==> src/rtl/operand_fetch_pkg.sv <==
// Shared widths and operand-select encoding for the operand fetch stage.
// Optional macro OPFETCH_ZERO_REG_EN makes register 0 read as constant zero.
package operand_fetch_pkg;

    localparam int DATA_W_DEF      = 32;
    localparam int ADDR_W_DEF      = 5;
    localparam int NREGS_DEF       = 1 << ADDR_W_DEF;
    localparam int STALL_CNT_W_DEF = 16;

    typedef enum logic {
        SEL_RF = 1'b0,
        SEL_WB = 1'b1
    } opsel_e;

    function automatic opsel_e fwd_sel(input logic hit);
        return hit ? SEL_WB : SEL_RF;
    endfunction

endpackage

==> src/rtl/operand_fetch_if.sv <==
// Valid/ready bundles: decoder -> operand fetch, and operand fetch -> EX.
// Master drives the payload and valid; slave drives ready.
interface opf_dec_if
    import operand_fetch_pkg::*;
#(
    parameter int ADDR_W = ADDR_W_DEF
);
    logic              in_valid;
    logic              in_ready;
    logic [ADDR_W-1:0] in_rs1;
    logic [ADDR_W-1:0] in_rs2;
    logic [ADDR_W-1:0] in_rd;
    logic              in_rd_wen;

    modport master (
        output in_valid, in_rs1, in_rs2, in_rd, in_rd_wen,
        input  in_ready
    );
    modport slave (
        input  in_valid, in_rs1, in_rs2, in_rd, in_rd_wen,
        output in_ready
    );
endinterface

interface opf_ex_if
    import operand_fetch_pkg::*;
#(
    parameter int DATA_W = DATA_W_DEF,
    parameter int ADDR_W = ADDR_W_DEF
);
    logic              out_valid;
    logic              out_ready;
    logic [DATA_W-1:0] out_A;
    logic [DATA_W-1:0] out_B;
    logic [ADDR_W-1:0] out_rd;
    logic              out_rd_wen;

    modport master (
        output out_valid, out_A, out_B, out_rd, out_rd_wen,
        input  out_ready
    );
    modport slave (
        input  out_valid, out_A, out_B, out_rd, out_rd_wen,
        output out_ready
    );
endinterface

==> src/rtl/operand_fetch_scoreboard.sv <==
// Per-register pending bits; a set and clear of one register in a cycle keeps it set.
// With OPFETCH_ZERO_REG_EN, register 0 can never become pending.
module reg_scoreboard
    import operand_fetch_pkg::*;
#(
    parameter int ADDR_W = ADDR_W_DEF
)(
    input  logic              clk,
    input  logic              reset,
    input  logic              set_en,
    input  logic [ADDR_W-1:0] set_addr,
    input  logic              clr_en,
    input  logic [ADDR_W-1:0] clr_addr,
    input  logic [ADDR_W-1:0] rd_addr1,
    input  logic [ADDR_W-1:0] rd_addr2,
    input  logic [ADDR_W-1:0] waw_addr,
    output logic              pend1,
    output logic              pend2,
    output logic              pend_waw
);

    localparam int NREGS = 1 << ADDR_W;

    logic [NREGS-1:0] r_pending;
    logic [NREGS-1:0] w_next;

    always_comb begin
        w_next = r_pending;
        if (clr_en) w_next[clr_addr] = 1'b0;
        // set applied last: a new producer is outstanding
        if (set_en) w_next[set_addr] = 1'b1;
`ifdef OPFETCH_ZERO_REG_EN
        w_next[0] = 1'b0;
`endif
    end

    always_ff @(posedge clk or posedge reset) begin
        if (reset) r_pending <= '0;
        else       r_pending <= w_next;
    end

    assign pend1    = r_pending[rd_addr1];
    assign pend2    = r_pending[rd_addr2];
    assign pend_waw = r_pending[waw_addr];

endmodule

==> src/rtl/operand_fetch.sv <==
// Decode-side register read with writeback forwarding and scoreboard stalls.
// Macro OPFETCH_ZERO_REG_EN hardwires register 0 to zero.
module operand_fetch
    import operand_fetch_pkg::*;
#(
    parameter int DATA_W      = DATA_W_DEF,
    parameter int ADDR_W      = ADDR_W_DEF,
    parameter int STALL_CNT_W = STALL_CNT_W_DEF
)(
    input  logic                   clk,
    input  logic                   reset,
    opf_dec_if.slave               dec,
    opf_ex_if.master               ex,
    output logic [ADDR_W-1:0]      PR1,
    output logic [ADDR_W-1:0]      PR2,
    input  logic [DATA_W-1:0]      RD1,
    input  logic [DATA_W-1:0]      RD2,
    input  logic                   wb_write,
    input  logic [ADDR_W-1:0]      wb_WR,
    input  logic [DATA_W-1:0]      wb_WD,
    output logic [STALL_CNT_W-1:0] stall_cnt
);

    logic w_rs1_z, w_rs2_z;
    logic w_fwd1, w_fwd2, w_wb_rd;
    logic w_pend1, w_pend2, w_pend_waw;
    logic w_raw1, w_raw2, w_waw;
    logic w_hazard, w_space, w_accept;
    opsel_e w_sel1, w_sel2;
    logic [DATA_W-1:0] w_opA, w_opB;

    logic                   r_out_valid;
    logic [DATA_W-1:0]      r_out_A;
    logic [DATA_W-1:0]      r_out_B;
    logic [ADDR_W-1:0]      r_out_rd;
    logic                   r_out_rd_wen;
    logic [STALL_CNT_W-1:0] r_stall_cnt;

`ifdef OPFETCH_ZERO_REG_EN
    assign w_rs1_z = (dec.in_rs1 == '0);
    assign w_rs2_z = (dec.in_rs2 == '0);
`else
    assign w_rs1_z = 1'b0;
    assign w_rs2_z = 1'b0;
`endif

    assign PR1 = dec.in_rs1;
    assign PR2 = dec.in_rs2;

    // reg_file commits at the edge, so same-cycle writeback must bypass it
    assign w_fwd1  = wb_write && (wb_WR == dec.in_rs1) && !w_rs1_z;
    assign w_fwd2  = wb_write && (wb_WR == dec.in_rs2) && !w_rs2_z;
    assign w_wb_rd = wb_write && (wb_WR == dec.in_rd);
    assign w_sel1  = fwd_sel(w_fwd1);
    assign w_sel2  = fwd_sel(w_fwd2);

    assign w_opA = w_rs1_z ? '0 : ((w_sel1 == SEL_WB) ? wb_WD : RD1);
    assign w_opB = w_rs2_z ? '0 : ((w_sel2 == SEL_WB) ? wb_WD : RD2);

    reg_scoreboard #(.ADDR_W(ADDR_W)) u_sb (
        .clk      (clk),
        .reset    (reset),
        .set_en   (w_accept && dec.in_rd_wen),
        .set_addr (dec.in_rd),
        .clr_en   (wb_write),
        .clr_addr (wb_WR),
        .rd_addr1 (dec.in_rs1),
        .rd_addr2 (dec.in_rs2),
        .waw_addr (dec.in_rd),
        .pend1    (w_pend1),
        .pend2    (w_pend2),
        .pend_waw (w_pend_waw)
    );

    assign w_raw1   = w_pend1 && !w_fwd1;
    assign w_raw2   = w_pend2 && !w_fwd2;
    assign w_waw    = dec.in_rd_wen && w_pend_waw && !w_wb_rd;
    assign w_hazard = dec.in_valid && (w_raw1 || w_raw2 || w_waw);
    assign w_space  = !r_out_valid || ex.out_ready;
    assign w_accept = dec.in_valid && w_space && !w_hazard;

    assign dec.in_ready = w_space && !w_hazard;

    always_ff @(posedge clk or posedge reset) begin
        if (reset) begin
            r_out_valid  <= 1'b0;
            r_out_A      <= '0;
            r_out_B      <= '0;
            r_out_rd     <= '0;
            r_out_rd_wen <= 1'b0;
        end else if (w_accept) begin
            r_out_valid  <= 1'b1;
            r_out_A      <= w_opA;
            r_out_B      <= w_opB;
            r_out_rd     <= dec.in_rd;
            r_out_rd_wen <= dec.in_rd_wen;
        end else if (ex.out_ready) begin
            r_out_valid  <= 1'b0;
        end
    end

    // only hazard stalls count; back-pressure alone is not a hazard stall
    always_ff @(posedge clk or posedge reset) begin
        if (reset) begin
            r_stall_cnt <= '0;
        end else if (w_hazard && w_space && (r_stall_cnt != '1)) begin
            r_stall_cnt <= r_stall_cnt + STALL_CNT_W'(1);
        end
    end

    assign ex.out_valid  = r_out_valid;
    assign ex.out_A      = r_out_A;
    assign ex.out_B      = r_out_B;
    assign ex.out_rd     = r_out_rd;
    assign ex.out_rd_wen = r_out_rd_wen;
    assign stall_cnt     = r_stall_cnt;

endmodule

==> src/flat_wrapper.sv <==
// flat-port wrapper written by rule: the top's interface ports become plain ports
module operand_fetch_flat import operand_fetch_pkg::*;
#(
    parameter int DATA_W      = DATA_W_DEF,
    parameter int ADDR_W      = ADDR_W_DEF,
    parameter int STALL_CNT_W = STALL_CNT_W_DEF
)
  (clk, reset, PR1, PR2, RD1, RD2, wb_write, wb_WR, wb_WD, stall_cnt, dec_in_valid, dec_in_rs1, dec_in_rs2, dec_in_rd, dec_in_rd_wen, dec_in_ready, ex_out_valid, ex_out_A, ex_out_B, ex_out_rd, ex_out_rd_wen, ex_out_ready);
  opf_dec_if #(.ADDR_W(ADDR_W)) dec_i ();
  opf_ex_if #(.DATA_W(DATA_W), .ADDR_W(ADDR_W)) ex_i ();
  input  logic clk;
  input  logic reset;
  output logic [ADDR_W-1:0] PR1;
  output logic [ADDR_W-1:0] PR2;
  input  logic [DATA_W-1:0] RD1;
  input  logic [DATA_W-1:0] RD2;
  input  logic wb_write;
  input  logic [ADDR_W-1:0] wb_WR;
  input  logic [DATA_W-1:0] wb_WD;
  output logic [STALL_CNT_W-1:0] stall_cnt;
  input wire logic [$bits(dec_i.in_valid)-1:0] dec_in_valid;
  input wire logic [$bits(dec_i.in_rs1)-1:0] dec_in_rs1;
  input wire logic [$bits(dec_i.in_rs2)-1:0] dec_in_rs2;
  input wire logic [$bits(dec_i.in_rd)-1:0] dec_in_rd;
  input wire logic [$bits(dec_i.in_rd_wen)-1:0] dec_in_rd_wen;
  output wire logic [$bits(dec_i.in_ready)-1:0] dec_in_ready;
  output wire logic [$bits(ex_i.out_valid)-1:0] ex_out_valid;
  output wire logic [$bits(ex_i.out_A)-1:0] ex_out_A;
  output wire logic [$bits(ex_i.out_B)-1:0] ex_out_B;
  output wire logic [$bits(ex_i.out_rd)-1:0] ex_out_rd;
  output wire logic [$bits(ex_i.out_rd_wen)-1:0] ex_out_rd_wen;
  input wire logic [$bits(ex_i.out_ready)-1:0] ex_out_ready;
  assign dec_i.in_valid = dec_in_valid;
  assign dec_i.in_rs1 = dec_in_rs1;
  assign dec_i.in_rs2 = dec_in_rs2;
  assign dec_i.in_rd = dec_in_rd;
  assign dec_i.in_rd_wen = dec_in_rd_wen;
  assign dec_in_ready = dec_i.in_ready;
  assign ex_out_valid = ex_i.out_valid;
  assign ex_out_A = ex_i.out_A;
  assign ex_out_B = ex_i.out_B;
  assign ex_out_rd = ex_i.out_rd;
  assign ex_out_rd_wen = ex_i.out_rd_wen;
  assign ex_i.out_ready = ex_out_ready;
  operand_fetch #(.DATA_W(DATA_W), .ADDR_W(ADDR_W), .STALL_CNT_W(STALL_CNT_W)) u_core (.clk(clk), .reset(reset), .dec(dec_i), .ex(ex_i), .PR1(PR1), .PR2(PR2), .RD1(RD1), .RD2(RD2), .wb_write(wb_write), .wb_WR(wb_WR), .wb_WD(wb_WD), .stall_cnt(stall_cnt));
endmodule
==> config.mk <==
export PLATFORM = sky130hd
export DESIGN_NAME = operand_fetch_flat
export DESIGN_NICKNAME = d
export VERILOG_FILES = /design/src/rtl/operand_fetch_pkg.sv /design/src/rtl/operand_fetch_if.sv /design/src/rtl/operand_fetch_scoreboard.sv /design/src/rtl/operand_fetch.sv /design/src/flat_wrapper.sv
export SDC_FILE = /design/constraint.sdc
export NUM_CORES = 1
export LEC_CHECK = 0
export ABC_AREA = 1
export CAP_MARGIN = 20
export CORE_MARGIN = 2
export CORE_UTILIZATION = 40
export CTS_CLUSTER_SIZE = 25
export DETAILED_ROUTE_END_ITERATION = 10
export PLACE_DENSITY = 0.72
export REMOVE_ABC_BUFFERS = 1
export SYNTH_ARGS = -nofsm -noshare
export SYNTH_HDL_FRONTEND = slang
export SYNTH_SLANG_ARGS = --single-unit
==> constraint.sdc <==
create_clock -name clk -period 3.5 [get_ports clk]
set_input_delay 0.35 -clock clk [delete_from_list [all_inputs] [get_ports clk]]
set_output_delay 0.35 -clock clk [all_outputs]
set_load 0.005 [all_outputs]
=== Word level (Yosys, flattened, before mapping) ===
Cells that the tools add are included.

* Memory bits (writable): 0
* Latch bits: 0
* Bits in registers: 119
* Logic and storage cells: 64
* Memory bits (read-only): 0
* Memories kept: 0

* Reductions and logical operators: 25
* Shifts and indexed selects: 0
* Equality and inequality tests: 4
* Muxes and demuxes: 18
* Multipliers: 0
* Add/sub/neg operators: 1
* Div/mod/pow operators: 0
* $lt $le $gt $ge: 6
* Bitwise logic cells: 3

{| class="wikitable"
|+ Operators by type and width
! cell !! count
|-
| two-way mux 32 bit || 4
|-
| bitwise AND 32 bit || 1
|-
| NOT 32 bit || 1
|-
| OR 32 bit || 1
|-
| less-than comparator 5 x 6 -> 1 bit (second input constant) || 4
|-
| adder 16 x 1 -> 16 bit (second input constant) || 1
|-
| logical AND 1 bit || 16
|-
| inequality test 16 bit (second input constant) || 1
|-
| binary-select mux 1 bit (select 5 bit) || 3
|-
| == test 5 bit || 3
|-
| demux 1 bit (select 5 bit) || 2
|-
| >= comparator 5 x 1 -> 1 bit (second input constant) || 2
|-
| two-way mux 1 bit || 9
|-
| zero test 1 bit || 5
|-
| logical OR 1 bit || 3
|-
| nonzero test 2 bit || 1
|}

=== Logic depth before layout (Yosys ltp) ===
Gate-level depths: netlist of run 1.

* Depth after elaboration: 11
* Depth in mapped cells: 16
* Mapped depth without buffers: 15

=== By module ===
From an unflattened synthesis of run 1, not the netlist that was laid out.

* Cells, all modules: 998
* Area total of the unflattened synthesis: 7038.0 um^2

{| class="wikitable"
|+ Modules (own cells, without submodules)
! module !! seq. area each (um^2) !! times used !! area an instance (um^2) !! cells each
|-
| operand_fetch || 2177.1 || 1 || 4700.8 || 633
|-
| reg_scoreboard || 800.8 || 1 || 2337.2 || 365
|}

=== Worst setup path after synthesis of run 1 ===
Ideal clock, no wire load.

* Kind: input to output
* Start: in dec_in_rs2[0]
* End: out dec_in_ready
* Setup slack: 1.488 ns
* Path buffers: 3
* Data arrival time: 1.662 ns
* Stages: 13
* Data required time: 3.150 ns
* Cells stage by stage: buf_4 -> inv_2 -> buf_4 -> nand2_1 -> nand3_1 -> nand3_1 -> nand2_1 -> nand2_1 -> nand3b_1 -> nand3_1 -> nand3_2 -> buf_2 -> a21oi_1

* Word-level cells in the longest chain between the ends: 9
* Elaborated cells on any way between the ends: 11

{| class="wikitable"
|+ RTL lines
! element !! line !! RTL
|-
| start: declaration || flat_wrapper.sv:23 || <nowiki>input wire logic [$bits(dec_i.in_rs2)-1:0] dec_in_rs2;</nowiki>
|-
| parallel branches: the longest is 3 deep, another holds binary-select mux 1 bit (select 5 bit) || n/a ||
|-
| logical AND 1 bit * || operand_fetch.sv:76 || <nowiki>assign w_raw2 = w_pend2 && !w_fwd2;</nowiki>
|-
| logical OR 1 bit * (2 in a row) || operand_fetch.sv:78 || <nowiki>assign w_hazard = dec.in_valid && (w_raw1 || w_raw2 || w_waw);</nowiki>
|-
| logical AND 1 bit * || operand_fetch.sv:78 ||
|-
| zero test 1 bit * || operand_fetch.sv:82 || <nowiki>assign dec.in_ready = w_space && !w_hazard;</nowiki>
|-
| logical AND 1 bit * || operand_fetch.sv:82 ||
|-
| end: declaration || flat_wrapper.sv:26 || <nowiki>output wire logic [$bits(dec_i.in_ready)-1:0] dec_in_ready;</nowiki>
|}

Mark *: on every way between the ends. The select of a mux whose other input is x is not followed.

=== Worst setup path after layout of run 1 ===
* Start: in dec_in_rd[0]
* End: out dec_in_ready

* Word-level cells in the longest chain between the ends: 8
* Elaborated cells on any way between the ends: 11

{| class="wikitable"
|+ RTL lines
! element !! line !! RTL
|-
| start: declaration || flat_wrapper.sv:24 || <nowiki>input wire logic [$bits(dec_i.in_rd)-1:0] dec_in_rd;</nowiki>
|-
| binary-select mux 1 bit (select 5 bit) / == test 5 bit (equally long branches) || operand_fetch_scoreboard.sv:44, operand_fetch.sv:53 ||
|-
| two-way mux 1 bit (not written as such) / logical AND 1 bit (equally long branches) || operand_fetch_scoreboard.sv:44, operand_fetch.sv:53 ||
|-
| logical AND 1 bit / zero test 1 bit (equally long branches) || operand_fetch.sv:77 || <nowiki>assign w_waw = dec.in_rd_wen && w_pend_waw && !w_wb_rd;</nowiki>
|-
| logical AND 1 bit * || operand_fetch.sv:77 ||
|-
| logical OR 1 bit * || operand_fetch.sv:78 ||
|-
| logical AND 1 bit * || operand_fetch.sv:78 ||
|-
| zero test 1 bit * || operand_fetch.sv:82 ||
|-
| logical AND 1 bit * || operand_fetch.sv:82 ||
|}

Every way passes the cells marked *; elsewhere a longest branch is shown, timed or not. The select of a mux whose other input is x is not followed.

==> impl_results.md, run 1 <==
- Leading register cell type out of synthesis: dfrtp_1
- DR vias: around 8100
- Total wire length: 24600 µm
- Run status: finished with violations
- CTS tree: done
- Min Clock Period, post-route: between 3 and 4 ns
- GRT Util Overall: between 20% and 30%
- # resized after CTS: 0
- Warnings from Yosys: 0
- Kind of capture point of the worst setup path: output pin
- 1st-iter DRT viols: 567
- Antenna violations before repair: 0
- Kind of path behind the tightest hold check: input pin to async pin
- Cell area after synthesis: about 7400 µm²
- Worst slack at placement: approximately 0.4 ns
- Effective utilization at floorplan: 40.9%
- Relative max-transition margin: between 50% and 60%
- Library cell contributing the largest single delay on the critical path: clkdlybuf4s50_1
- Post-DR vias/cell: 5.36
- Final max-slew violation count: 0
- Top cell family by delay on the critical path: buffers and inverters
- Core region area: approximately 18000 µm²
- Number of H-tree levels: 4
- Clock slew seen by the registers of the worst setup and hold paths: roughly 0.060 ns
- Kind of start point of the critical path: input pin
- Total count of hold-check failures in the final report: 0
- Number of global-route vias before repair: around 7700
- Number of remaining DRC errors: 8
- Worst reg2reg path startpoint: u_core.u_sb.r_pending[14]
- Placer's final routability congestion estimate: approximately 0.97
- Worst R2R End: u_core.stall_cnt[0]
- Total of endpoints with negative setup slack in the final report: 0
- Clock network latency to the later pin of the worst-skew pair: 0.41 ns
- Share of flip-flops with an asynchronous set or reset: between 90% and 100%
- Pin count of the biggest net entering global routing: 75
- Reg2Reg Depth: 12
- Unrepaired setup endpoints after global routing: false
- Most common cell after layout, fill and taps aside: nand2_1
- Sink Count: around 120
- Final Skew: between 0.01 and 0.015 ns
- Inserted Diodes: 0
- Number of enable-type register cells in the synthesized netlist: 0
- Worst path max stage delay: ~0.82 ns
- Cts-stage hold buffer count: 0
- Measured slew at the worst slew-check pin: between 0.7 and 0.8 ns
- Commonest cells after routing, fill and taps aside: nand2_1 (391), clkdlybuf4s50_1 (219), nand3_1 (170)
- Reg-to-reg setup timing slack: roughly 1.3 ns
- Post-synthesis instance total: 1083
- Fill count: ~1700
- Final routed wire length divided by cell count: around 16 µm
- Synth-to-layout area growth: 38.7%
- Average cell area after synthesis: a little under 7 µm²
- Wire length of the first global-routing pass: between 40000 and 50000 µm
- Vertical die dimension: 140 µm
- Post-synthesis sequential area ratio: a little over 40%
- LEAKAGE: roughly 5.0 nW
- Worst-path maximum fanout: 12
- Die area: between 15000 and 20000 µm²
- Deepest clock path buffer count: 2
- Peak supply drop: 0.331 mV
- Half-perimeter wire length of the detailed placement result: roughly 17000 µm
- Max-cap violation count: 0
- Cell repeated most along the worst path: nand2_1
- Total I/O pin count: between 200 and 250
- Number of detailed-routing iterations run before antenna repair: 11
- Antenna-violating nets left: 0
- Critical Path Source: dec_in_rd[0]
- Cell breakdown of the critical path: clkdlybuf4s50_1 -> inv_2 -> nand2_1 -> nand2_1 -> nand2_1 -> nand3_1 -> nand2_1 -> nand2_1 -> nor2_1 -> nand2_1 -> nand2_1 -> nand3_2 -> a21oi_1 -> clkdlybuf4s50_1
- Final period util: a little over 90%
- Final total power: 5.16 mW
- Data required time at the worst endpoint: 3.15 ns
- Buffers plus inverters on the worst setup path: 3
- X dimension of the die: approximately 140 µm
- Placement row count: between 40 and 50
- Flop and latch count out of synthesis: ~120
- Fraction of final layout cells sized beyond drive strength 1: under 10%
- Total clock buffers created by CTS: 17
- Power density over the cells: approximately 500 nW/µm²
- Overall overflow remaining after global route: 0
- Peak clock frequency supported by timing: approximately 310 MHz
- Crit path setup slack, layout: between 0.3 and 0.4 ns
- Worst setup path class: input pin to output pin
- Failing checks: DRC
- Library cells used by synthesis: 27
- Post-layout net count: ~1400
- Port Buf Inserts: 219
- Worst endpoint data arrival time: about 2.8 ns
- Root buffer cell: clkbuf_16
- Post-CTS Setup Repair Bufs: 0
[worst max-delay path by stage]
stage | endpoint | slack, ns | depth (start not counted)
global placement | dec_in_ready | 0.39 | 14
floorplan | u_core.ex.out_A[0] | -2.93 | 6
finish | dec_in_ready | 0.31 | 14
detailed placement | dec_in_ready | 0.40 | 14
global route | dec_in_ready | 0.16 | 14
CTS | dec_in_ready | 0.37 | 14
[Yosys cell counts, types with 9 or more instances]
library cell | number | area (µm²)
nand3_1 | 171 | 856
nand2_1 | 391 | 1470
clkbuf_1 | 25 | 93.8
buf_2 | 25 | 125
buf_6 | 9 | 101
nand4_1 | 58 | 363
inv_1 | 64 | 240
xor2_1 | 9 | 78.8
nor3_1 | 10 | 50.1
buf_4 | 15 | 113
nor2_1 | 46 | 173
dfrtp_1 | 119 | 2980
o21ai_0 | 96 | 480
[cells by family after synthesis]
group	after synthesis	synth area share, %
and+or+nand+nor	684	40.2
buffers and inverters	150	9.74
DFF	119	40.2
AOI/OAI and AO/OA	113	7.78
xor gates and xnor gates	16	1.89
adders and majority gates	1	0.169
[flip-flops by register name, indices dropped and copies added, names as in the netlist]
| name | count |
|---|---|
| u_core.ex.out_rd | 5 |
| u_core.stall_cnt | 16 |
| u_core.ex.out_valid | 1 |
| u_core.u_sb.r_pending | 32 |
| u_core.ex.out_B | 32 |
| u_core.ex.out_A | 32 |
| u_core.ex.out_rd_wen | 1 |
[power by group]
part / switching (mW) / internal [mW] / total [mW]
registers: 0.243 / 1.67 / 1.91
logic: 0.688 / 0.792 / 1.48
clock network: 0.610 / 1.16 / 1.77
[per-stage QoR]
step           hold WS (ns)  TNS [ns]  instances  util [%]  instance area, µm²
2_1_floorplan         0.431   -278.46       1006         -                6960
6_report              0.403         0       1505      56.8               10300
3_5_place_dp          0.458         0       1474      53.4                9660
5_1_grt               0.456         0       1505      56.8               10300
3_3_place_gp          0.453         0       1474      53.4                9660
4_1_cts               0.429         0       1505      56.8               10300
[per-layer routing]
metal | part of all wire, % | track usage (%) | vias up
met5 | 0 | 0 | -
met4 | 2.0 | 8.08 | 0
met3 | 11 | 9.57 | 43
met2 | 47 | 40.8 | 386
met1 | 40 | 32.6 | 3705
li1 | - | - | 3927
[area by class of cell]
cell class | count | area (µm²) | area share, %
clock inverter | 6 | 88.8 | 0.865
tap | 229 | 287 | 2.79
clock buffer | 25 | 515 | 5.02
multi-input combinational | 814 | 3710 | 36.2
timing repair buffer | 239 | 2400 | 23.4
sequential | 119 | 2980 | 29.0
inverter | 73 | 279 | 2.72
No activity file was read; power rests on OpenSTA's default activity.
==> inputs of run 2 (changes only) <==
CTS_BUF_LIST = sky130_fd_sc_hd__clkbuf_8   (was unset)
==> impl_results.md, run 2 (synthesis results as in run 1) <==
- Fraction of final layout cells sized beyond drive strength 1: 5.17% (unchanged)
- Total I/O pin count: 220 (unchanged)
- Port Buf Inserts: 219 (unchanged)
- Internal cell power: 3.19 mW (was 3.62 mW)
- Buffers plus inverters on the worst setup path: 3 (unchanged)
- Worst path max stage delay: 0.83 ns (was 0.82 ns)
- Sequential share of power: 40.7% (was 37.0%)
- Cell breakdown of the critical path: clkdlybuf4s50_1 -> inv_2 -> nand2_1 -> nand2_1 -> nand2_1 -> nand3_1 -> nand2_1 -> nand2_1 -> nor2_1 -> nand2_1 -> nand2_1 -> nand3_2 -> a21oi_1 -> clkdlybuf4s50_1 (unchanged)
- Sink Count: 119 (unchanged)
- Final Skew: 0.0184 ns (was 0.0119 ns)
- Deepest clock path buffer count: 2 (unchanged)
- Final period util: 90.9% (was 91.2%)
- Reg-to-reg setup timing slack: 1.35 ns (was 1.31 ns)
- Share of the core filled with cells in the final layout: 55.7% (was 56.8%)
- Top cell family by delay on the critical path: buffers and inverters (unchanged)
- X dimension of the die: 140 µm (unchanged)
- Total count of hold-check failures in the final report: 0 (unchanged)
- Overall overflow remaining after global route: 0 (unchanged)
- Synth-to-layout area growth: 36.2% (was 38.7%)
- Cts-stage hold buffer count: 0 (unchanged)
- Number of H-tree levels: 4 (unchanged)
- Non-filler instance count after layout: 1505 (unchanged)
- Failing checks: DRC (unchanged)
- Fill count: 1776 (was 1744)
- Measured slew at the worst slew-check pin: 0.709 ns (was 0.718 ns)
- Most common cell after layout, fill and taps aside: nand2_1 (unchanged)
- Footprint of the multi-input gates: 3710 µm² (unchanged)
- Power density over the cells: 465 nW/µm² (was 502 nW/µm²)
- Total clock buffers created by CTS: 17 (unchanged)
- Min Clock Period, post-route: 3.18 ns (was 3.19 ns)
- Die area: 19600 µm² (unchanged)
- Core region area: 18100 µm² (unchanged)
- Data required time at the worst endpoint: 3.15 ns (about the same)
- Clock network latency to the later pin of the worst-skew pair: 0.44 ns (was 0.41 ns)
- Post-CTS Setup Repair Bufs: 0 (unchanged)
- Kind of capture point of the worst setup path: output pin (unchanged)
- Final routed wire length divided by cell count: 16.3 µm (about the same)
- Library cell contributing the largest single delay on the critical path: clkdlybuf4s50_1 (unchanged)
- Vertical die dimension: 140 µm (unchanged)
- # resized after CTS: 0 (unchanged)
- Worst endpoint data arrival time: 2.83 ns (was 2.84 ns)
- Post-layout net count: 1387 (unchanged)
- CTS tree: done (unchanged)
- Inserted Diodes: 0 (unchanged)
- Run status: finished with violations (unchanged)
- Kind of start point of the critical path: input pin (unchanged)
- Pin count of the biggest net entering global routing: 75 (unchanged)
- Placed Cells: 1474 (unchanged)
- GRT Util Overall: 25.6% (about the same)
- Commonest cells after routing, fill and taps aside: nand2_1 (391), clkdlybuf4s50_1 (219), nand3_1 (170) (unchanged)
- Antenna violations before repair: 0 (unchanged)
- Unrepaired setup endpoints after global routing: false (unchanged)
- Worst setup path class: input pin to output pin (unchanged)
- Root buffer cell: clkbuf_8 (was clkbuf_16)
- Peak supply drop: 0.229 mV (was 0.331 mV)
- DR vias: 8021 (was 8061)
- Kind of path behind the tightest hold check: input pin to async pin (unchanged)
- Antenna-violating nets left: 0 (unchanged)
- Peak clock frequency supported by timing: 314 MHz (was 313 MHz)
- Number of detailed-routing iterations run before antenna repair: 10 (was 11)
- Max-cap violation count: 0 (unchanged)
- Total of endpoints with negative setup slack in the final report: 0 (unchanged)
- 1st-iter DRT viols: 588 (was 567)
- Post-DR vias/cell: 5.33 (was 5.36)
- Half-perimeter wire length of the detailed placement result: 17100 µm (unchanged)
- Wire length of the first global-routing pass: 40200 µm (was 40300 µm)
- Worst-path maximum fanout: 12 (unchanged)
- Cell repeated most along the worst path: nand2_1 (unchanged)
- Total wire length: 24600 µm (about the same)
- Combinational cell fraction of total power: 31.6% (was 28.7%)
- Relative max-transition margin: 52.8% (was 52.1%)
- Area taken by flip-flops and latches: 2980 µm² (unchanged)
- LEAKAGE: 4.93 nW (was 5.01 nW)
- Net Switching: 1.49 mW (was 1.54 mW)
- Placer's final routability congestion estimate: 0.966 (unchanged)
- Final max-slew violation count: 0 (unchanged)
- Placement row count: 49 (unchanged)
- Number of remaining DRC errors: 8 (unchanged)
- Portion of total power attributed to the clock network: 27.7% (was 34.3%)
- Number of global-route vias before repair: 7681 (was 7671)
- Sw frac: 31.8% (was 29.9%)
- Effective utilization at floorplan: 40.9% (unchanged)
- Clock slew seen by the registers of the worst setup and hold paths: 0.08 ns (was 0.06 ns)
==> run 2: power groups by stage <==
stage	clock network [mW]	registers, mW	logic (mW)
finish	1.30	1.91	1.48
global placement	0	1.91	1.48
floorplan	0	1.89	0.547
global route	1.39	1.95	1.64
CTS	1.33	1.90	1.50
detailed placement	0	1.91	1.49
==> run 2: final timing paths <==
check,from,end,cells after the start
worst min register to register,u_core.ex.out_A[8],u_core.ex.out_A[8],2
worst min-delay path,reset,u_core.stall_cnt[9],2
worst max register to register,u_core.u_sb.r_pending[14],u_core.stall_cnt[13],12
max in group asynchronous,reset,u_core.ex.out_B[24],3
worst max-delay path,dec_in_rd[0],dec_in_ready,14
min in group clk,u_core.ex.out_A[8],u_core.ex.out_A[8],2
==> run 2: worst reg2reg max path, stage by stage, from the launching register on <==
cell      delay (ns)
dfrtp_1         0.46
nand2_1         0.08
nand3_1         0.07
nand3_1         0.08
nand2_1         0.09
nand2_1         0.05
nand3b_1        0.08
nand3_1         0.20
nand3_2         0.16
buf_4           0.24
nand3_2         0.30
nand2_1         0.16
nand2_1         0.06
==> run 2: stage by stage <==
step	instance area (µm²)	hold slack, ns	setup WS (ns)	setup TNS (ns)	power [mW]
CTS	10100	0.382	0.372	0	4.72
global route	10100	0.407	0.163	0	4.98
floorplan	6960	0.431	-2.93	-278.46	2.43
finish	10100	0.367	0.318	0	4.68
detailed placement	9660	0.458	0.402	0	3.41
global placement	9660	0.453	0.394	0	3.39
==> run 2: final cells by class <==
| class | count | area share (%) |
|---|---|---|
| Multi-Input combinational cell | 814 | 36.9 |
| Sequential cell | 119 | 29.6 |
| Timing Repair Buffer | 239 | 23.9 |
| Clock buffer | 23 | 3.14 |
| Tap cell | 229 | 2.84 |
| Inverter | 73 | 2.77 |
| Clock inverter | 8 | 0.956 |
==> run 2: routing by layer <==
metal / GRT usage, % / up-vias / part of all wire, %
met3: 9.74 / 47 / 11
li1: - / 3923 / -
met2: 40.4 / 374 / 46
met1: 32.3 / 3677 / 41
met5: 0 / - / 0
met4: 8.98 / 0 / 2.3
==> edit 1: new RTL, flow settings as in run 2 <==
Add a define of `OPFETCH_ZERO_REG_EN`.
--- a/src/rtl/operand_fetch_scoreboard.sv
+++ b/src/rtl/operand_fetch_scoreboard.sv
@@ -1,5 +1,7 @@
 // Per-register pending bits; a set and clear of one register in a cycle keeps it set.
 // With OPFETCH_ZERO_REG_EN, register 0 can never become pending.
+`define OPFETCH_ZERO_REG_EN
+
 module reg_scoreboard
     import operand_fetch_pkg::*;
 #(
Function: changed (a bounded check fails within 4 cycles, from zero or initial values and one cycle with reset high).
==> edit 1 against run 2 <==
  * Worst setup slack gained 0.10 ns
  * Critical path depth is the same
  * Cell area grew 3.3%
  * Area after synthesis grew 3.7%
  * Sequential cell count decreased by 1
  * Final cell count rose by 4.6%
  * Routed wire length up 9.9%
  * First-iteration DRC count grew 4.9%
  * Sequential power about the same
  * Global-route usage grew 0.85 points
  * Total power up 3.5%
  * Critical endpoint unchanged
  * Largest power group unchanged
  * Highest routed layer unchanged
==> edit 1: results (changes against run 2) <==
routing:
  drtPass1Iterations: 5  # -5
  drtIter0Drc: 617  # +4.9%
  viasPerCell: 5.32  # -0.18%
  wl_um: 27000  # +9.9%
logic_synthesis:
  synth_cell_types: 34  # +26%
  synth-async-reset-ratio_pct: 100  # unchanged
  synth_top_cells_by_area: "dfrtp_1 (38%), nand2_1 (20%), nand3_1 (8.6%)"
  ys_warn_count: 0  # unchanged
  synth-main-ff-cell: "dfrtp_1"
  ys_seq_area_share_pct: 38.5  # -1.8 points
  yosys-top-cells-count: "nand2_1 (419), nand3_1 (132), dfrtp_1 (118)"
clock_network:
  h-tree-depth: 4  # unchanged
  numCtsBuffers: 17  # unchanged
  cts_root_buffer: "clkbuf_8"
  post_cts_resized: 0  # unchanged
  clock_latency_ns: 0.45
  clk_pin_slew_worst_paths_ns: 0.07
  clockBufferDepth: 2  # unchanged
  cts_setup_buffers: 0  # unchanged
grt:
  grt_pass1_vias: 7705  # +0.31%
  track_usage_pct: 26.4  # +0.85 points
  grt_max_degree: 72  # -4.0%
  grt_pass1_wl_um: 41900  # +4.2%
  antenna_found_initial: 0  # unchanged
place:
  gp_congestion: 0.969  # +0.29%
  place_area_sq_um: 9980  # +3.3%
  hpwl_um: 18800  # +9.8%
  portBuffers: 219  # unchanged
  dpl_worst_slack_ns: 0.440  # +0.0382 ns
finish:
  drive_gt1_share_pct: 5.90  # +0.72 points
  post-route-cell-area_sq_um: 10400  # +3.3%
  n_fill_cell: 1815  # +2.2%
  fin_nets: 1452  # +4.7%
  diodes: 0  # unchanged
worst_setup_path:
  cp.arrival_ns: 2.73  # -0.10 ns
  critPathSlowestCell: "clkdlybuf4s50_1"
  cpPeakStageDelay_ns: 0.73  # -0.10 ns
  critPathTopFamily: "buffers and inverters"
  worstPathMaxFanout: 9  # -3
sta:
  slew-limit-headroom_pct: 48.7  # -4.1 points
  clock_skew_ns: 0.0111  # -0.00727 ns
status:
  status: "finished clean"
power_and_ir_drop:
  leakage_nw: 4.94  # +0.17%
  vdd.ir_drop.worst_v: 0.000247  # +7.7%
hold_path:
  min_path_type: "in2async"
## edit 1: cell count changes after synthesis, sizes merged, moves of 5 or more
cell	run 2	this run
nand3	173	134
nand3b	1	33
a21oi	7	38
nand2	392	422
nand4	58	33
inv	73	85
nor2	48	57
clkbuf	25	30
o21ai	98	103
## edit 1: worst paths after layout
kind	start	to	slack, ns	cells after the start
worst max-delay path	dec_in_rd[0]	dec_in_ready	0.42	14
worst min-delay path	reset	u_core.ex.out_rd[1]$_DFFE_PP0P_	0.38	2
worst max register to register	u_core.stall_cnt[1]$_DFFE_PP0P_	u_core.stall_cnt[13]$_DFFE_PP0P_	1.21	9
worst min register to register	u_core.ex.out_A[23]$_DFFE_PP0P_	u_core.ex.out_A[23]$_DFFE_PP0P_	0.47	2
max in group asynchronous	reset	u_core.ex.out_B[31]$_DFFE_PP0P_	2.36	3
min in group clk	u_core.ex.out_A[23]$_DFFE_PP0P_	u_core.ex.out_A[23]$_DFFE_PP0P_	0.47	2
## edit 1: kinds of logic after synthesis
logic type / synth area share, %
and+or+nand+nor: 39.9
buffers and inverters: 9.70
AOI/OAI and AO/OA: 10.2
DFF: 38.5
xor gates and xnor gates: 1.60
adders and majority gates: 0.163
## edit 1: through the flow
step                setup TNS [ns]  cells
floorplan                  -238.90   1068
global placement                 0   1544
detailed placement               0   1544
CTS                              0   1574
global route                     0   1574
finish                           0   1574
## edit 1: final cells by class
cell class	instances	share of cell area [%]
flip-flops and latches	118	28.4
well taps	234	2.81
clock buffers	22	2.91
inverters	87	3.21
multi-input cells	863	38.4
repair buffers	242	23.1
clock inverters	8	1.18
## edit 1: routing by layer
layer / up-vias / part of all wire, % / GRT usage (%)
li1: 4090 / - / -
met1: 3872 / 43 / 35.5
met2: 367 / 46 / 41.8
met3: 45 / 9.0 / 7.47
met4: 0 / 1.9 / 7.50
met5: - / 0 / 0
## edit 1: where the power goes
part / internal, mW / total, mW / switching, mW
registers: 1.67 / 1.91 / 0.241
logic: 0.849 / 1.58 / 0.732
clock network: 0.789 / 1.35 / 0.565
==> edit 2: new RTL, settings of run 2 <==
Made on the original files. Make the reset (`reset`) synchronous in 3 clocked blocks.
--- a/src/rtl/operand_fetch_scoreboard.sv
+++ b/src/rtl/operand_fetch_scoreboard.sv
@@ -34,7 +34,7 @@
 `endif
     end
 
-    always_ff @(posedge clk or posedge reset) begin
+    always_ff @(posedge clk) begin
         if (reset) r_pending <= '0;
         else       r_pending <= w_next;
     end
--- a/src/rtl/operand_fetch.sv
+++ b/src/rtl/operand_fetch.sv
@@ -81,7 +81,7 @@
 
     assign dec.in_ready = w_space && !w_hazard;
 
-    always_ff @(posedge clk or posedge reset) begin
+    always_ff @(posedge clk) begin
         if (reset) begin
             r_out_valid  <= 1'b0;
             r_out_A      <= '0;
@@ -100,7 +100,7 @@
     end
 
     // only hazard stalls count; back-pressure alone is not a hazard stall
-    always_ff @(posedge clk or posedge reset) begin
+    always_ff @(posedge clk) begin
         if (reset) begin
             r_stall_cnt <= '0;
         end else if (w_hazard && w_space && (r_stall_cnt != '1)) begin
Formal check against the unedited RTL: differs if reset is asserted again (counterexample within 4 cycles, from zero or initial values and one cycle with reset high); with reset held inactive, the same outputs for 4 cycles.
==> edit 2 against run 2 <==
  * Sequential share of layout area decreased by 4.8 points
  * Sequential cell count unchanged
  * Register-to-register slack worse by 0.12 ns
  * Worst setup slack improved by 0.10 ns
  * First-iteration DRC count up 17%
  * Area after synthesis down 5.0%
  * Core utilization grew 0.096 points
  * Cell area down 4.5%
  * Worst hold slack better by 0.088 ns
  * Total power decreased by 26%
  * Routed wire length is 4.7% higher
  * Via count increased by 3.6%
  * Non-clock buffer count increased by 5
  * Critical path type unchanged
==> edit 2: results (changes against run 2) <==
status:
  status: "finished clean"
finish:
  fin_nets: 1402  # +1.1%
  drive_gt1_share_pct: 5.11  # -0.060 points
logic_synthesis:
  yosysTopAreaCellShare_pct: 33.9  # -6.4 points
  synth_top_cells_by_area: "dfxtp_1 (34%), nand2_1 (15%), nand3_1 (12%)"
  yosys-top-cells-count: "nand2_1 (277), nand3_1 (172), a21oi_1 (120)"
  synth-async-reset-ratio_pct: 0  # -100 points
  synthCells: 1107  # +2.2%
  synth_cell_types: 25  # -7.4%
  ys_seq_area_share_pct: 33.9  # -6.4 points
worst_setup_path:
  cpPeakStageDelay_ns: 0.68  # -0.15 ns
  cp.arrival_ns: 2.73  # -0.10 ns
  worstPathMaxFanout: 10  # -2
clock_network:
  numCtsBuffers: 17  # unchanged
  clock_latency_ns: 0.46  # +0.02 ns
routing:
  wl_um: 25700  # +4.7%
  drtIter0Drc: 686  # +17%
  viasPerCell: 5.48  # +2.8%
  drtPass1Iterations: 7  # -3
place:
  dp_cells: 1485  # +0.75%
  place_area_sq_um: 9210  # -4.7%
  dpl_worst_slack_ns: 0.415  # +0.0130 ns
  gp_congestion: 0.990  # +2.5%
grt:
  track_usage_pct: 27.8  # +2.2 points
  antenna_found_initial: 1  # +1
  grt_pass1_vias: 7749  # +0.89%
  grt_max_degree: 87  # +16%
power_and_ir_drop:
  leakage_nw: 3.66  # -26%
  p_sw_mw: 1.01  # -32%
  vdd.ir_drop.worst_v: 0.000225  # -2.0%
hold_path:
  min_path_type: "in2reg"
sta:
  slew-limit-headroom_pct: 50.4  # -2.4 points
  clock_skew_ns: 0.0102  # -0.00821 ns
-- edit 2: changes by cell type in the layout (fill, tap and decap cells not counted), moves of 3 or more --
| cell | before | now |
|---|---|---|
| clkinv_2 | 1 | 4 |
| inv_2 | 8 | 5 |
| nand2_1 | 391 | 277 |
| buf_4 | 15 | 23 |
| nand3_2 | 3 | 0 |
| nor2_1 | 45 | 54 |
| xor2_1 | 9 | 6 |
| inv_1 | 65 | 73 |
| a21oi_1 | 7 | 120 |
| dfrtp_1 | 119 | 0 |
| clkbuf_8 | 23 | 18 |
| dfxtp_1 | 0 | 119 |
| clkinvlp_4 | 2 | 5 |
-- edit 2: worst reg2reg max path, delay by kind of cell (launching register included) --
kind	cells	cell delay [ns]
flops	1	0.43
buf+inv	1	0.24
compound gates	1	0.07
simple gates	10	1.39
-- edit 2: final timing paths --
kind | startpoint | depth (start not counted) | slack, ns | endpoint
setup / recovery | dec_in_rd[0] | 14 | 0.42 | dec_in_ready
hold / removal | reset | 2 | 0.46 | u_core.ex.out_A[20]$_SDFFE_PP0P_
setup reg to reg | u_core.u_sb.r_pending[29]$_SDFF_PP0_ | 12 | 1.23 | u_core.stall_cnt[8]$_SDFFE_PP0P_
hold reg to reg | u_core.ex.out_A[9]$_SDFFE_PP0P_ | 2 | 0.46 | u_core.ex.out_A[9]$_SDFFE_PP0P_
-- edit 2: cells by family (layout without fill, tap and decap cells) --
family | after synthesis | in the layout | synth area share [%]
AO/OA/AOI/OAI | 227 | 227 | 16.3
XOR/XNOR | 13 | 13 | 1.62
adder cells (fa/ha/maj) | 1 | 1 | 0.178
buffers and inverters | 171 | 355 | 11.7
flip-flops | 119 | 119 | 33.9
other | 0 | 1 | 0
AND/OR/NAND/NOR | 576 | 576 | 36.3
-- edit 2: final cells by class --
type | instances | area [sq um]
Clock buffer | 18 | 248
Fill cell | 1688 | 7620
Sequential cell | 119 | 2380
Clock inverter | 13 | 156
Multi-Input combinational cell | 817 | 3830
Timing Repair Buffer | 244 | 2410
Inverter | 80 | 300
Antenna cell | 1 | 2.50
Tap cell | 225 | 282
-- edit 2: power groups by stage --
stage / Clock [mW] / Sequential [mW] / Combinational, mW
finish: 1.29 / 1.44 / 0.741
global route: 1.38 / 1.44 / 0.812
CTS: 1.31 / 1.44 / 0.738
detailed placement: 0 / 1.47 / 0.733
global placement: 0 / 1.47 / 0.732
floorplan: 0 / 1.47 / 0.278
-- edit 2: per-layer routing --
layer / track usage (%) / share of wire [%] / wire [um]
met4: 10.3 / 3.0 / 766
met3: 11.0 / 12 / 3000
met2: 43.4 / 45 / 11700
met5: 0 / 0 / 0
met1: 34.4 / 40 / 10300
